### src/rtl/fix_pkg.sv
// Shared definitions for the FIX transmit packer: trailer states, byte constants
// and beat geometry.
package fix_pkg;

    typedef enum logic [2:0] {
        TRL_IDLE,
        TRL_BODY,
        TRL_SOH,
        TRL_T1,
        TRL_T10,
        TRL_CKS,
        TRL_DROP
    } trailer_state_t;

    localparam logic [7:0] SOH      = 8'h01;
    localparam logic [7:0] ASCII_1  = 8'h31;
    localparam logic [7:0] ASCII_0  = 8'h30;
    localparam logic [7:0] ASCII_EQ = 8'h3D;

    localparam int BEAT_BYTES = 8;

endpackage

### src/rtl/fix_trailer_det.sv
// Tracks the FIX "SOH 10=xxx SOH" trailer on the accepted byte stream and reports
// message start and termination.
module fix_trailer_det
    import fix_pkg::*;
(
    input  logic           clk,
    input  logic           rst,
    input  logic           byte_valid,
    input  logic [7:0]     byte_data,
    input  logic           force_drop,
    output trailer_state_t state,
    output logic           at_start,
    output logic           terminate
);

    trailer_state_t state_reg;
    trailer_state_t state_next;

    always_ff @(posedge clk or posedge rst) begin
        if (rst) begin
            state_reg <= TRL_IDLE;
        end else begin
            state_reg <= state_next;
        end
    end

    always_comb begin
        state_next = state_reg;
        at_start   = byte_valid && (state_reg == TRL_IDLE);
        terminate  = byte_valid && (state_reg == TRL_CKS) && (byte_data == SOH);

        if (byte_valid) begin
            case (state_reg)
                TRL_IDLE: state_next = (byte_data == ASCII_1) ? TRL_T1 : TRL_BODY;
                TRL_BODY: state_next = (byte_data == SOH) ? TRL_SOH : TRL_BODY;
                TRL_SOH: begin
                    if (byte_data == ASCII_1)  state_next = TRL_T1;
                    else if (byte_data == SOH) state_next = TRL_SOH;
                    else                       state_next = TRL_BODY;
                end
                TRL_T1: begin
                    if (byte_data == ASCII_0)  state_next = TRL_T10;
                    else if (byte_data == SOH) state_next = TRL_SOH;
                    else                       state_next = TRL_BODY;
                end
                TRL_T10: begin
                    if (byte_data == ASCII_EQ) state_next = TRL_CKS;
                    else if (byte_data == SOH) state_next = TRL_SOH;
                    else                       state_next = TRL_BODY;
                end
                TRL_CKS:  state_next = (byte_data == SOH) ? TRL_IDLE : TRL_CKS;
                TRL_DROP: state_next = (byte_data == SOH) ? TRL_IDLE : TRL_DROP;
                default:  state_next = TRL_IDLE;
            endcase

            // A genuine termination on the last allowed byte is a normal end, not a truncation.
            if (force_drop && !terminate) begin
                state_next = TRL_DROP;
            end
        end
    end

    assign state = state_reg;

endmodule

### src/rtl/fix_tx_packer.sv
// Packs the FIX engine's outbound byte stream into 64-bit Avalon-ST beats with
// start/end/empty markers, closing words on the FIX trailer or on truncation.
module fix_tx_packer
    import fix_pkg::*;
#(
    parameter int MAX_BYTES = 512
) (
    input  logic        clk,
    input  logic        rst,
    input  logic        write_i,
    input  logic [7:0]  data_i,
    output logic        full_o,
    output logic        start_pkt_o,
    output logic        end_pkt_o,
    output logic        valid_o,
    input  logic        ready_i,
    output logic [63:0] packet_o,
    output logic [2:0]  empty_o,
    output logic        error_o
);

    localparam int CNT_W = $clog2(MAX_BYTES + 1);

    trailer_state_t trl_state;
    logic           at_start;
    logic           terminate;

    logic           accept;
    logic           place;
    logic           trunc;
    logic           close_word;
    logic           load;
    logic           asm_complete;
    logic [2:0]     write_idx;
    logic [2:0]     empty_calc;
    logic [63:0]    asm_word;

    logic [3:0]     asm_cnt_reg;
    logic           asm_start_reg;
    logic           asm_end_reg;
    logic           asm_err_reg;
    logic [7:0]     slot_reg [BEAT_BYTES];
    logic [CNT_W-1:0] msg_cnt_reg;

    logic           valid_reg;
    logic           start_reg;
    logic           end_reg;
    logic           err_reg;
    logic [63:0]    packet_reg;
    logic [2:0]     empty_reg;

    assign asm_complete = (asm_cnt_reg == 4'(BEAT_BYTES)) || asm_end_reg;
    assign load         = asm_complete && (!valid_reg || ready_i);
    assign full_o       = asm_complete && valid_reg && !ready_i;
    assign accept       = write_i && !full_o;
    // Bytes swallowed while dropping a truncated tail are accepted but never placed.
    assign place        = accept && (trl_state != TRL_DROP);
    assign trunc        = place && !terminate && (msg_cnt_reg == CNT_W'(MAX_BYTES - 1));
    assign close_word   = terminate || trunc;
    assign write_idx    = load ? 3'd0 : asm_cnt_reg[2:0];
    assign empty_calc   = 3'(4'(BEAT_BYTES) - asm_cnt_reg);

    fix_trailer_det u_trailer (
        .clk        (clk),
        .rst        (rst),
        .byte_valid (accept),
        .byte_data  (data_i),
        .force_drop (trunc),
        .state      (trl_state),
        .at_start   (at_start),
        .terminate  (terminate)
    );

    always_ff @(posedge clk or posedge rst) begin
        if (rst) begin
            msg_cnt_reg <= '0;
        end else if (place) begin
            msg_cnt_reg <= close_word ? '0 : msg_cnt_reg + CNT_W'(1);
        end
    end

    always_ff @(posedge clk or posedge rst) begin
        if (rst) begin
            asm_cnt_reg   <= '0;
            asm_start_reg <= 1'b0;
            asm_end_reg   <= 1'b0;
            asm_err_reg   <= 1'b0;
        end else if (load) begin
            // The outgoing word frees the register; a byte arriving now starts the next one.
            asm_cnt_reg   <= place ? 4'd1 : 4'd0;
            asm_start_reg <= place && at_start;
            asm_end_reg   <= place && close_word;
            asm_err_reg   <= trunc;
        end else if (place) begin
            asm_cnt_reg <= asm_cnt_reg + 4'd1;
            if (at_start)   asm_start_reg <= 1'b1;
            if (close_word) asm_end_reg   <= 1'b1;
            if (trunc)      asm_err_reg   <= 1'b1;
        end
    end

    genvar gi;
    generate
        for (gi = 0; gi < BEAT_BYTES; gi++) begin : g_slot
            always_ff @(posedge clk or posedge rst) begin
                if (rst) begin
                    slot_reg[gi] <= '0;
                end else if (place && (write_idx == 3'(gi))) begin
                    slot_reg[gi] <= data_i;
                end else if (load) begin
                    slot_reg[gi] <= '0;
                end
            end
            assign asm_word[63 - 8*gi -: 8] = slot_reg[gi];
        end
    endgenerate

    always_ff @(posedge clk or posedge rst) begin
        if (rst) begin
            valid_reg  <= 1'b0;
            start_reg  <= 1'b0;
            end_reg    <= 1'b0;
            err_reg    <= 1'b0;
            packet_reg <= '0;
            empty_reg  <= '0;
        end else if (load) begin
            valid_reg  <= 1'b1;
            start_reg  <= asm_start_reg;
            end_reg    <= asm_end_reg;
            err_reg    <= asm_err_reg;
            packet_reg <= asm_word;
            empty_reg  <= asm_end_reg ? empty_calc : 3'd0;
        end else if (ready_i) begin
            valid_reg <= 1'b0;
            start_reg <= 1'b0;
            end_reg   <= 1'b0;
            err_reg   <= 1'b0;
            empty_reg <= '0;
        end
    end

    assign valid_o     = valid_reg;
    assign start_pkt_o = start_reg;
    assign end_pkt_o   = end_reg;
    assign error_o     = err_reg;
    assign packet_o    = packet_reg;
    assign empty_o     = empty_reg;

endmodule

### config.mk
export PLATFORM = sky130hd
export DESIGN_NAME = fix_tx_packer
export DESIGN_NICKNAME = d
export VERILOG_FILES = /design/src/rtl/fix_pkg.sv /design/src/rtl/fix_trailer_det.sv /design/src/rtl/fix_tx_packer.sv
export SDC_FILE = /design/constraint.sdc
export NUM_CORES = 1
export LEC_CHECK = 0
export CORE_MARGIN = 2
export CORE_UTILIZATION = 50
export CTS_CLUSTER_SIZE = 30
export DETAILED_ROUTE_END_ITERATION = 10
export PLACE_DENSITY = 0.81
export SYNTH_ARGS = -nofsm -noshare
export SYNTH_HDL_FRONTEND = slang
export SYNTH_SLANG_ARGS = --single-unit
### constraint.sdc
create_clock -name clk -period 5.25 [get_ports clk]
set_clock_uncertainty 0.05 [all_clocks]
set_input_delay 1.05 -clock clk [delete_from_list [all_inputs] [get_ports clk]]
set_output_delay 1.05 -clock clk [all_outputs]
set_load 0.1 [all_outputs]
==> After elaboration in Yosys (flattened, before gate mapping) <==
Index checks and enable logic that the tools add are counted.
{ "word_totals": {"ff_bits": 155, "input_bits": 12, "elab_cells": 129, "out_inout_bits": 72} }
{ "op_classes": {"reduce_logical": 46, "muxes": 40, "n_addsub": 3, "eq_ne": 20} }
{ "op_table": {"columns": ["cell", "n"], "rows": [
  ["$mux W8", 9],
  ["$mux W3", 10],
  ["$reduce_bool A2 Y1", 13],
  ["$eq A8 B6 Y1 const B", 3],
  ["$eq A3 B3 Y1 const B", 7],
  ["$logic_and A1 B1 Y1", 21],
  ["$pmux W3 S7", 1],
  ["$mux W1", 15],
  ["$eq A3 B2 Y1 const B", 4],
  ["$add A10 B1 Y10 const B", 1],
  ["$eq A10 B9 Y1 const B", 1],
  ["$mux W10", 1],
  ["$eq A8 B1 Y1 const B", 1],
  ["$mux W4", 2],
  ["$eq A3 B1 Y1 const B", 2],
  ["$logic_not A3 Y1", 2],
  ["$reduce_and A2 Y1", 3],
  ["$add A4 B1 Y4 const B", 1],
  ["$eq A4 B4 Y1 const B", 1],
  ["$logic_not A1 Y1", 4],
  ["$mux W2", 2],
  ["$logic_or A1 B1 Y1", 3],
  ["$ne A3 B3 Y1 const B", 1],
  ["$sub A1 B3 Y3 const A", 1]
]} }

==> Logic depth before layout (Yosys ltp) <==
Gate-level depths: netlist of run 1.
{ "logic_depth": {"ltp_word": 15, "ltp_mapped": 10, "ltp_nobuf": 7} }

==> Cells and area by module <==
Synthesis of run 1 repeated with hierarchy kept, for this count alone.
{ "unflattened": {"cells_unflattened": 681, "hier_area_um2": 6700.2} }
{ "by_module_without_submodules": {"columns": ["module", "area_each_um2", "cells_each", "seq_area_each_um2", "instances"], "rows": [
  ["fix_tx_packer", 6321.1, 632, 3803.6, 1],
  ["fix_trailer_det", 379.1, 49, 75.1, 1]
]} }

==> Worst setup path after synthesis of run 1 <==
OpenSTA, ideal clock, no wires.
{ "synth_path": {"path_kind": "flip-flop to output port", "from": "register valid_reg (netlist: valid_o)", "to": "output full_o", "t_arrival_ns": 2.107, "path_buffers": 0, "path_stages_with_launch": 4, "path_slack_ns": 2.043, "t_required_ns": 4.150, "cell_sequence": "dfrtp_1 nor2b_1 nand2_1 nand2_1"} }
{ "synth_via": {"elab_chain_len": 2} }
{ "synth_lines": {"columns": ["item", "line", "rtl"], "rows": [
  ["from (decl)", "fix_tx_packer.sv:45", "logic valid_reg;"],
  ["from (signal assigned)", "fix_tx_packer.sv:120", "valid_reg <= 1'b0;"],
  ["from (signal assigned)", "fix_tx_packer.sv:127", "valid_reg <= 1'b1;"],
  ["from (signal assigned)", "fix_tx_packer.sv:134", "valid_reg <= 1'b0;"],
  ["$logic_and A1 B1 Y1 (2 in a row)", "fix_tx_packer.sv:54", "assign full_o = asm_complete && valid_reg && !ready_i;"],
  ["to (decl)", "fix_tx_packer.sv:12", "output logic full_o,"]
]} }
No other way between the ends.

==> Worst setup path after layout of run 1 <==
{ "layout_path": {"from": "input ready_i", "to": "output full_o"} }
{ "layout_via": {"elab_chain_len": 2} }
{ "layout_lines": {"columns": ["item", "line", "rtl"], "rows": [
  ["from (decl)", "fix_tx_packer.sv:16", "input logic ready_i,"],
  ["$logic_not A1 Y1", "fix_tx_packer.sv:54", null],
  ["$logic_and A1 B1 Y1", "fix_tx_packer.sv:54", null]
]} }
No other way between the ends.

==> results of run 1 <==
[kinds of logic after synthesis]
kind of cell               Yosys count  share of synthesized area (%)
AOI/OAI and AO/OA                   87                          7.913
adders and majority gates            3                         0.5666
DFF                                155                          58.55
and+or+nand+nor                    389                          25.97
buffers and inverters               58                          4.060
xor gates and xnor gates            12                          1.586
muxes                                9                          1.360
[synthesized netlist by cell type (all sizes together)]
master and count:
nor4b 3, nand2 290, a32o 3, xnor2 10, nor3 6, nand2b 4
clkbuf 15, nor4 10, o41ai 1, xor2 2, nand4 5, ha 3
buf 31, a22oi 2, o31ai 1, a211o 1, nand3 25, mux2i 9
a311oi 1, nor2b 3, nand4b 1, or3 1, inv 12, nand3b 4
o2bb2ai 1, nor2 31, o21ai 66, nor3b 1, o211ai 3, or2 2
and3 1, dfrtp 155, a21oi 8, and3b 2
[placed cells by master, fill, tap and decap left out, types with 3 or more instances in the layout]
master	instances
a21oi_1	7
a32o_1	3
buf_4	8
clkbuf_16	17
clkdlybuf4s50_1	82
clkinv_4	4
clkinvlp_4	3
dfrtp_1	155
ha_1	3
inv_1	10
inv_6	4
mux2i_1	9
nand2_1	290
nand2b_1	4
nand3_1	22
nand3_2	3
nand3b_1	3
nand4_1	4
nor2_1	29
nor2b_1	3
nor3_1	5
nor4_1	5
nor4_2	4
o21ai_0	55
o21ai_2	8
xnor2_1	10
[worst min-delay path by stage]
stage                                         from                  endpoint  slack [ns]  cells after the start
final                     asm_word[21]$_DFFE_PP0P_  packet_o[21]$_DFFE_PP0P_        0.42                      2
after global routing      asm_word[21]$_DFFE_PP0P_  packet_o[21]$_DFFE_PP0P_        0.43                      2
after CTS                 asm_word[53]$_DFFE_PP0P_  packet_o[53]$_DFFE_PP0P_        0.42                      2
after detailed placement  asm_word[35]$_DFFE_PP0P_  packet_o[35]$_DFFE_PP0P_        0.40                      2
after global placement    asm_word[55]$_DFFE_PP0P_  packet_o[55]$_DFFE_PP0P_        0.40                      2
after floorplan            asm_word[0]$_DFFE_PP0P_   packet_o[0]$_DFFE_PP0P_        0.39                      2
[power groups by stage]
stage	clock [mW]	combinational [mW]	sequential, mW
finish	1.23	2.58	1.94
global route	1.30	2.74	2.00
CTS	1.25	2.60	1.94
detailed placement	0	2.58	1.95
global placement	0	2.54	1.94
floorplan	0	0.706	3.22
[layout make-up]
class	count	area, µm²	share of cell area (%)
multi-input combinational	500	2502	30.70
clock buffer	18	439.2	5.388
timing repair buffer	91	900.9	11.05
clock inverter	14	161.4	1.980
sequential	155	3879	47.58
tap	176	220.2	2.701
inverter	12	48.80	0.5986
[metrics by stage]
step | total power [mW] | util [%] | hold WS, ns | instances | worst slack, ns
after floorplan | 3.928 | - | 0.3880 | 713 | 2.043
after global placement | 4.480 | 57.71 | 0.3951 | 934 | 1.669
after detailed placement | 4.535 | 57.71 | 0.3996 | 934 | 1.640
after CTS | 5.785 | 62.30 | 0.4193 | 966 | 1.631
after global routing | 6.041 | 62.30 | 0.4341 | 966 | 1.482
final | 5.755 | 62.30 | 0.4179 | 966 | 1.606
[routing by layer]
metal	part of all wire, %	up-vias
met5	0	-
met4	1.8	0
met3	4.8	26
met2	48	137
met1	45	2433
li1	-	2447
[worst max-delay path: stages]
cell and delay, ns:
clkdlybuf4s50_1 0.49, nor2b_1 0.32, nand2_1 0.26, nand2_1 0.12, buf_4 0.29
==> impl_metrics.json, run 1 <==
{
  "top_usage_layer": "met2",
  "synth_top_cell_area_share_pct": 58.55,
  "dp_hpwl_um": 9076,
  "antenna_cells": 0,
  "hold_path.class": "flop to flop",
  "power_frac_clock_pct": 21.4,
  "cap_violations": 0,
  "n_fill_cell": 1053,
  "rows": 42,
  "post-route-drc-count": 0,
  "fin_nets": 792,
  "clk_latency_ns": 0.42,
  "grt_pass1_vias": 4882,
  "area_growth_pct": 23.04,
  "cts_resized": 0,
  "fin_tns_setup_ns": 0,
  "synth_fp_nets": 728,
  "tightest_slew_ns": 1.223,
  "dieWidth_um": 119.1,
  "grt_pass1_wl_um": 24700,
  "ir_drop_v": 0.0003701,
  "p_int_mw": 2.972,
  "synthCells": 713,
  "maxSlewHeadroom_pct": 17.82,
  "timing.final.crit_share_pct": 69.40,
  "switchingPower_mw": 2.783,
  "drt_iter0_markers": 516,
  "p_per_area_nw_per_um2": 706.0,
  "hold_buffers": 0,
  "post_synth_num_cell_types": 51,
  "antenna_left": 0,
  "clockBufferDepth": 2,
  "grt_max_degree": 87,
  "start_util_pct": 50.63,
  "synth_seq_cells": 155,
  "worst_r2r_endpoint": "asm_word[18]$_DFFE_PP0P_",
  "grt_use_met3_pct": 5.029,
  "rsz0062_at_grt": "false",
  "netlist_area_um2": 6625,
  "p_sw_share_pct": 48.36,
  "power.leakage_nw": 3.862,
  "dpl_cell_area_um2": 7551,
  "htreeDepth": 4,
  "groute.layer.met2.usage_pct": 33.84,
  "p_comb_share_pct": 44.9,
  "endpoint": "full_o",
  "fmax_mhz": 274.4,
  "outcome": "finished clean",
  "required_ns": 4.15,
  "cts_tree": "yes",
  "cts.sinks": 155,
  "globalplace.congestion": 0.8751,
  "grt_usage_pct": 22.03,
  "p_seq_share_pct": 33.7,
  "layout-drive-gt1-share_pct": 9.114,
  "reg2reg_slack_ns": 2.08,
  "rr_worst_depth": 7,
  "vias": 5043,
  "critical_path.max_fanout": 7,
  "core_um2": 13090,
  "via_per_inst": 5.220,
  "finalWirelength_um": 14520,
  "use_met1_pct": 31.25,
  "cts_root_buffer": "clkbuf_16",
  "startpoint_type": "input pin",
  "arrival_ns": 2.54,
  "drv_slew": 0,
  "setup-violations-final": 0,
  "syn_avg_cell_area_um2": 9.292,
  "post_cts_buffers": 0,
  "synth_area_leader_cell": "dfrtp_1",
  "critical_path_class": "input pin to output pin",
  "drt-pass1-iter-count": 6,
  "synth.area.top_cells": "dfrtp_1 (59%), nand2_1 (16%), o21ai_0 (4.2%), buf_2 (1.9%), nand3_1 (1.7%)",
  "port_buffers": 83,
  "stdcell_area_um2": 8152,
  "rr_startpoint": "asm_cnt_reg[0]$_DFFE_PP0P_",
  "die_y_um": 119.1,
  "grt-ovfl-total": 0,
  "cts_buffers": 17,
  "pin_count": 84,
  "die_area_um2": 14190,
  "ys_seq_area_share_pct": 58.55,
  "min_period_ns": 3.644,
  "ys.warnings.count": 0,
  "antenna_found_initial": 0,
  "setup.worst_path.start": "ready_i",
  "path_clk_slew_ns": 0.06,
  "avgRoutedWirePerCell_um": 15.03,
  "crit_path_end_kind": "output pin",
  "hold_viol": 0
}
No activity file was read; power rests on OpenSTA's default activity.
==> inputs of run 2 (changes only) <==
- clock period: 5.25 -> 3 ns (I/O delays scaled with it)
==> run 2 against run 1 <==
Compared with the run above:
- routed wire length shrank 0.14%
- setup slack lost 1.3 ns
- power grew 76%
- worst hold slack lost 0.0011 ns
- first-iteration DRC count grew 12%
- critical path depth grew 1
- via count grew 1.1%
- design area is essentially flat
- non-clock buffer count grew 14
==> impl_metrics.json, run 2 (synthesized netlist as in run 1, its figures left out) <==
{
  "port_buffers": 83,
  "cap_violations": 0,
  "path_clk_slew_ns": 0.06,
  "setup-violations-final": 0,
  "cts_resized": 0,
  "required_ns": 2.35,
  "arrival_ns": 2.01,
  "reg2reg_slack_ns": 0.53,
  "cts_buffers": 17,
  "fin_nets": 806,
  "cp_common_cell": "nand2_1",
  "p_sw_share_pct": 47.53,
  "power_frac_clock_pct": 22.3,
  "antenna_found_initial": 0,
  "avgRoutedWirePerCell_um": 14.79,
  "switchingPower_mw": 4.805,
  "rsz0062_at_grt": "false",
  "grt-ovfl-total": 0,
  "drv_slew": 0,
  "p_int_mw": 5.303,
  "crit_buf_inv": 2,
  "globalplace.congestion": 0.8847,
  "crit_path_end_kind": "output pin",
  "outcome": "finished clean",
  "dpl_worst_slack_ns": 0.3064,
  "grt_pass1_vias": 4943,
  "antenna_cells": 0,
  "finalWirelength_um": 14500,
  "holdWs_ns": 0.4168,
  "critical_path.max_fanout": 7,
  "die_y_um": 119.1,
  "die_area_um2": 14190,
  "core_um2": 13090,
  "maxSlewHeadroom_pct": 46.39,
  "drt_iter0_markers": 577,
  "vias": 5098,
  "antenna_left": 0,
  "p_seq_share_pct": 33.5,
  "startpoint_type": "flop",
  "clockBufferDepth": 2,
  "hold_buffers": 0,
  "post_cts_buffers": 0,
  "clk_latency_ns": 0.42,
  "p_per_area_nw_per_um2": 1239,
  "hold_viol": 0,
  "grt_usage_pct": 21.77,
  "hold_path.class": "flop to flop",
  "dieWidth_um": 119.1,
  "area_growth_pct": 23.13,
  "timing.final.crit_share_pct": 88.64,
  "post-route-drc-count": 0,
  "drt-pass1-iter-count": 7,
  "fmax_mhz": 376.1,
  "crit_slowest_cell": "dfrtp_1",
  "cts_tree": "yes",
  "start_util_pct": 50.63,
  "layout.cells.most_common_list": "nand2_1 (290), dfrtp_1 (155), buf_4 (89), o21ai_0 (55), nor2_1 (29)",
  "grt_pass1_wl_um": 24560,
  "cts_root_buffer": "clkbuf_16",
  "pin_count": 84,
  "tightest_slew_ns": 0.8041,
  "via_per_inst": 5.202,
  "min_period_ns": 2.659,
  "htreeDepth": 4,
  "cts.sinks": 155,
  "rows": 42,
  "layout_commonest_cell": "nand2_1",
  "ir_drop_v": 0.0006758,
  "layout_setup_ws_ns": 0.3409,
  "layout-drive-gt1-share_pct": 19.15,
  "path_cells": "inv_1 > ha_1 > and3b_1 > nand2_1 > nand2_1 > buf_12",
  "max_stage_delay_ns": 0.48,
  "fin_tns_setup_ns": 0,
  "p_comb_share_pct": 44.2,
  "critical_path_class": "flop to output pin",
  "p_total_mw": 10.11,
  "cp_top_family": "simple AND/OR/NAND/NOR gates",
  "power.leakage_nw": 4.077,
  "grt_max_degree": 80,
  "dp_hpwl_um": 9254
}
## run 2: per-layer routing
metal	track usage (%)	share of wire, %
met5	0	0
met4	7.589	1.8
met3	5.125	5.6
met2	32.58	47
met1	31.33	45
## run 2: worst register-to-register path: stages (launching register included)
cell,delay [ns]
dfrtp_1,0.52
inv_1,0.17
ha_1,0.25
and3b_1,0.23
o21ai_4,0.52
buf_12,0.36
nand2_1,0.12
o21ai_0,0.17
## run 2: layout make-up
type / instances / area (µm²)
well taps: 176 / 220.2
clock inverters: 10 / 165.2
clock buffers: 22 / 464.2
flip-flops and latches: 155 / 3879
repair buffers: 105 / 878.3
multi-input cells: 500 / 2502
inverters: 12 / 48.80
fillers: 1095 / 4927
## run 2: path summary, 6_finish.rpt
path                       cells after the start                  endpoint                       start
setup / recovery                               6                    full_o  asm_cnt_reg[1]$_DFFE_PP0P_
hold / removal                                 2  packet_o[17]$_DFFE_PP0P_    asm_word[17]$_DFFE_PP0P_
setup reg to reg                               7  asm_word[20]$_DFFE_PP0P_  asm_cnt_reg[1]$_DFFE_PP0P_
hold reg to reg                                2  packet_o[17]$_DFFE_PP0P_    asm_word[17]$_DFFE_PP0P_
max in group asynchronous                      3  packet_o[63]$_DFFE_PP0P_                         rst
min in group asynchronous                      2  packet_o[24]$_DFFE_PP0P_                         rst
## run 2: through the flow
step | instances | util, % | cell area, µm²
after floorplan | 713 | - | 6629
after global placement | 948 | 57.53 | 7528
after detailed placement | 948 | 57.53 | 7528
after CTS | 980 | 62.34 | 8158
after global routing | 980 | 62.34 | 8158
final | 980 | 62.34 | 8158
## run 2: power by group through the flow
stage                     logic [mW]  clock network, mW  registers, mW
after floorplan                 1.24                  0           5.64
after global placement          4.40                  0           3.38
after detailed placement        4.48                  0           3.40
after CTS                       4.50               2.28           3.38
after global routing            4.74               2.40           3.48
final                           4.47               2.26           3.38
==> variant 1: new RTL, settings of run 2 <==
Compare `msg_cnt_reg` against `CNT_W'(MAX_BYTES - 1)` with >= in place of ==.
--- a/src/rtl/fix_tx_packer.sv
+++ b/src/rtl/fix_tx_packer.sv
@@ -56,5 +56,5 @@
     // Bytes swallowed while dropping a truncated tail are accepted but never placed.
     assign place        = accept && (trl_state != TRL_DROP);
-    assign trunc        = place && !terminate && (msg_cnt_reg == CNT_W'(MAX_BYTES - 1));
+    assign trunc        = place && !terminate && (msg_cnt_reg >= CNT_W'(MAX_BYTES - 1));
     assign close_word   = terminate || trunc;
     assign write_idx    = load ? 3'd0 : asm_cnt_reg[2:0];
Check against the original RTL: same outputs for any inputs over 10 cycles, from zero or initial values and one cycle with rst high; that may be too few to reach the edited logic, so the function may still have changed.
==> variant 1 against run 2 <==
Worst setup slack worse by 0.022 ns; via count up 3.3%; sequential cell count is the same; final area shrank 0.98%; critical path type unchanged; routed wire length is 7.9% higher; synthesized area down 1.4%.
Power is not shown: default switching activity piles up to over one toggle a cycle in this logic, so the estimate is an artifact.
==> variant 1: results (changes against run 2) <==
Finish
  • FILL cells: 1,022 (was 1,095)
  • Layout cells sized above 1: 0.182 (was 0.192)
  • Post-layout nets: 776 (was 806)

Setup path
  • Crit-path max cell delay: 0.45 ns (was 0.48 ns)
  • Reg2reg start: asm_cnt_reg[0]$_DFFE_PP0P_ (was asm_cnt_reg[1]$_DFFE_PP0P_)
  • CP Data Arrival Time: 2.03 ns (was 2.01 ns)
  • Crit-path max FO: 6 (was 7)
  • Top Family by Delay on Critical Path: simple AND/OR/NAND/NOR gates (unchanged)
  • R2R Setup Slk: 0.57 ns (was 0.53 ns)

Global routing
  • Met2 Track Usage GR: 0.377 (was 0.326)
  • Vias in the first global route: 5,193 (was 4,943)
  • Met1 Track Usage GR: 0.308 (was 0.313)
  • Total GRT Usage: 0.237 (was 0.218)
  • Pin count of the biggest net entering global routing: 119 (was 80)
  • M3 GR Usage: 0.0565 (was 0.0512)
  • First-pass GRT wire length: 26,200 µm (was 24,600 µm)

Timing
  • Slew headroom: 0.546 (was 0.464)

Detailed routing
  • DR pass1 iterations: 5 (was 7)
  • Wire length on met2: 7600 µm (was 6840 µm)
  • Wire length on met3: 943 µm (was 816 µm)
  • Vias per cell: 5.57 (was 5.20)
  • Routed WL: 15,600 µm (was 14,500 µm)
  • Metal-1 WL: 6550 µm (was 6580 µm)
  • Initial drt markers: 406 (was 577)

Min path
  • Hold Startpoint: asm_word[16]$_DFFE_PP0P_ (was asm_word[17]$_DFFE_PP0P_)

Placement
  • DP HPWL: 10,500 µm (was 9250 µm)
  • GPL Wtd Cong: 0.898 (was 0.885)

Logic synthesis
  • Commonest cells in the netlist: nand2_1, dfrtp_1, nand3_1 (was nand2_1, dfrtp_1, o21ai_0)
  • Xor-xnor portion of the synthesized cell area: 0.00670 (was 0.0159)
  • Compound-Gate Fraction of Synth Area: 0.105 (was 0.0791)
  • Yosys cell types: 55 (was 51)
  • Top post-synthesis cells by area: dfrtp_1, nand2_1, nand3_1 (was dfrtp_1, nand2_1, o21ai_0)

Run status
  • Status: finished, final reports clean (unchanged)
## variant 1: cell count changes in the layout (fill, tap and decap cells not counted), sizes merged, moves of 4 or more
cell,change
a21oi,+4
a22o,+9
buf,-4
nand2,-61
nand3,+36
nor2,-7
o21ai,-19
o31ai,+8
xnor2,-6
## variant 1: worst min-delay path by stage
| stage | to | slack (ns) | cells past startpoint |
|---|---|---|---|
| after floorplan | packet_o[0]$_DFFE_PP0P_ | 0.39 | 2 |
| after global placement | packet_o[9]$_DFFE_PP0P_ | 0.40 | 2 |
| after detailed placement | packet_o[16]$_DFFE_PP0P_ | 0.40 | 2 |
| after CTS | packet_o[16]$_DFFE_PP0P_ | 0.42 | 2 |
| after global routing | packet_o[33]$_DFFE_PP0P_ | 0.45 | 2 |
| final | packet_o[16]$_DFFE_PP0P_ | 0.42 | 2 |
## variant 1: per-stage QoR
stage | utilization | std cells | setup WS [ns] | hold WS [ns] | area (µm²)
2_1_floorplan | - | 678 | 0.265 | 0.388 | 6540
3_3_place_gp | 0.586 | 914 | 0.429 | 0.398 | 7430
3_5_place_dp | 0.586 | 914 | 0.371 | 0.404 | 7430
4_1_cts | 0.638 | 946 | 0.314 | 0.420 | 8080
5_1_grt | 0.638 | 946 | 0.201 | 0.446 | 8080
6_report | 0.638 | 946 | 0.319 | 0.418 | 8080
## variant 1: cell type report
class                      instances  area (µm²)  area share
sequential                       155        3880       0.480
multi-input combinational        473        2430       0.301
timing repair buffer             101         848       0.105
clock buffer                      20         457      0.0565
tap                              172         215      0.0266
clock inverter                    12         194      0.0240
inverter                          13        52.6     0.00651
## variant 1: worst reg2reg max path, cell delays in order, from the launching register on
cell,delay (ns)
dfrtp_1,0.50
inv_1,0.15
ha_1,0.28
and3b_2,0.25
o21ai_4,0.34
buf_12,0.45
nand3_1,0.18
o21ai_0,0.13
==> variant 2: new RTL, flow settings as in run 2 <==
Made on the original files. The parameter `MAX_BYTES` goes from 512 to 256.
--- a/src/rtl/fix_tx_packer.sv
+++ b/src/rtl/fix_tx_packer.sv
@@ -4,5 +4,5 @@
     import fix_pkg::*;
 #(
-    parameter int MAX_BYTES = 512
+    parameter int MAX_BYTES = 256
 ) (
     input  logic        clk,
Check against the original RTL: no difference found for any inputs over 10 cycles, from zero or initial values and one cycle with rst high; that may be too few to reach the edited logic, so the function may still have changed.
==> variant 2 against run 2 <==
Worst setup slack lost 0.044 ns; critical endpoint is now asm_word[58]$_DFFE_PP0P_; routed wire length is 5.3% higher; sequential cell count is 1 lower; cell count down 6.6%; non-clock buffer count increased by 1; synthesized area fell by 3.2%; count of clock-buffer cells in the layout decreased by 1; final area down 3.1%; critical path depth did not move.
Power is left out: the tool's default activity adds up to more than one toggle a clock period on the data nets, which glitch-free logic cannot reach.
==> variant 2: results (changes against run 2) <==
Placement
  • GPL Wtd Cong: 0.875 (was 0.885)
  • DP HPWL: 10,100 µm (was 9250 µm)
  • Post-DP Area: 7320 µm² (was 7530 µm²)

Logic synthesis
  • Commonest cells in the netlist: nand2_1, dfrtp_1, nor2_1 (was nand2_1, dfrtp_1, o21ai_0)
  • Sequential share of the synthesized area: 0.601 (was 0.585)
  • Post-Synth Adder-Cell Area: 0.00780 (was 0.00567)
  • Mux contribution to synthesized area: 0.0267 (was 0.0136)
  • Xor-xnor portion of the synthesized cell area: 0.00683 (was 0.0159)
  • Top post-synthesis cells by area: dfrtp_1, nand2_1, a22o_1 (was dfrtp_1, nand2_1, o21ai_0)
  • Compound-Gate Fraction of Synth Area: 0.0991 (was 0.0791)
  • Syn_nets: 662 (was 728)

Setup path
  • Worst reg2reg path depth: 6 (was 7)
  • Crit-path max FO: 16 (was 7)
  • CP Data Arrival Time: 2.90 ns (was 2.01 ns)
  • R2R Setup Slk: 0.30 ns (was 0.53 ns)
  • Worst path slowest cell: o21bai_1 (was dfrtp_1)
  • Crit-path max cell delay: 0.73 ns (was 0.48 ns)

Global routing
  • Met2 Track Usage GR: 0.378 (was 0.326)
  • Total GRT Usage: 0.234 (was 0.218)
  • Vias in the first global route: 4,852 (was 4,943)
  • First-pass GRT wire length: 24,600 µm (about the same)
  • M3 GR Usage: 0.0577 (was 0.0512)
  • Met1 Track Usage GR: 0.309 (was 0.313)
  • Pin count of the biggest net entering global routing: 89 (was 80)

Min path
  • Hold Startpoint: asm_word[1]$_DFFE_PP0P_ (was asm_word[17]$_DFFE_PP0P_)
  • Hold EP: packet_o[1]$_DFFE_PP0P_ (was packet_o[17]$_DFFE_PP0P_)

Detailed routing
  • Metal-1 WL: 6550 µm (was 6580 µm)
  • DR vias: 4,978 (was 5,098)
  • DR pass1 iterations: 5 (was 7)
  • Wire length on met3: 869 µm (was 816 µm)
  • Routed WL: 15,300 µm (was 14,500 µm)

Run status
  • Status: finished, final reports clean (unchanged)

CTS
  • Total CTS buffers: 17 (unchanged)
  • CTS clk-pin slew, worst paths: 0.06 ns (about the same)
  • Later-pin clock latency in the skew report: 0.42 ns (about the same)

Finish
  • Layout cells sized above 1: 0.203 (was 0.192)
  • Post-layout nets: 747 (was 806)

Timing
  • Hold Slack: 0.419 ns (was 0.417 ns)
  • Slew headroom: 0.418 (was 0.464)
-- variant 2: cells by family after synthesis --
| logic type | Yosys count |
|---|---|
| xor gates and xnor gates | 5 |
| buffers and inverters | 55 |
| muxes | 17 |
| and+or+nand+nor | 324 |
| adders and majority gates | 4 |
| DFF | 154 |
| AOI/OAI and AO/OA | 87 |
-- variant 2: final cells by class --
class | count | area [µm²] | area share
clock buffer | 21 | 470 | 0.0595
clock inverter | 10 | 115 | 0.0146
inverter | 15 | 60.1 | 0.00760
multi-input combinational | 437 | 2330 | 0.295
sequential | 154 | 3850 | 0.488
tap | 172 | 215 | 0.0272
timing repair buffer | 106 | 861 | 0.109
-- variant 2: how the worst max path moves through the flow --
stage / start / slack [ns] / to
6_report: asm_cnt_reg[0]$_DFFE_PP0P_ / 0.30 / asm_word[58]$_DFFE_PP0P_
5_1_grt: asm_cnt_reg[0]$_DFFE_PP0P_ / 0.05 / asm_word[58]$_DFFE_PP0P_
4_1_cts: asm_cnt_reg[0]$_DFFE_PP0P_ / 0.28 / asm_word[58]$_DFFE_PP0P_
3_5_place_dp: ready_i / 0.29 / asm_word[62]$_DFFE_PP0P_
3_3_place_gp: ready_i / 0.40 / asm_word[48]$_DFFE_PP0P_
2_1_floorplan: valid_o$_DFFE_PP0P_ / 0.33 / full_o
-- variant 2: critical path: cells and delay by family (launching register included) --
| family | cells | cell delay, ns |
|---|---|---|
| AO/OA/AOI/OAI | 3 | 1.29 |
| AND/OR/NAND/NOR | 1 | 0.23 |
| flip-flops | 1 | 0.51 |
| adder cells (fa/ha/maj) | 1 | 0.27 |
| buffers and inverters | 1 | 0.16 |
-- variant 2: metrics by stage --
step,std cells,worst slack [ns]
after floorplan,646,0.329
after global placement,884,0.399
after detailed placement,884,0.294
after CTS,915,0.278
after global routing,915,0.0530
final,915,0.297
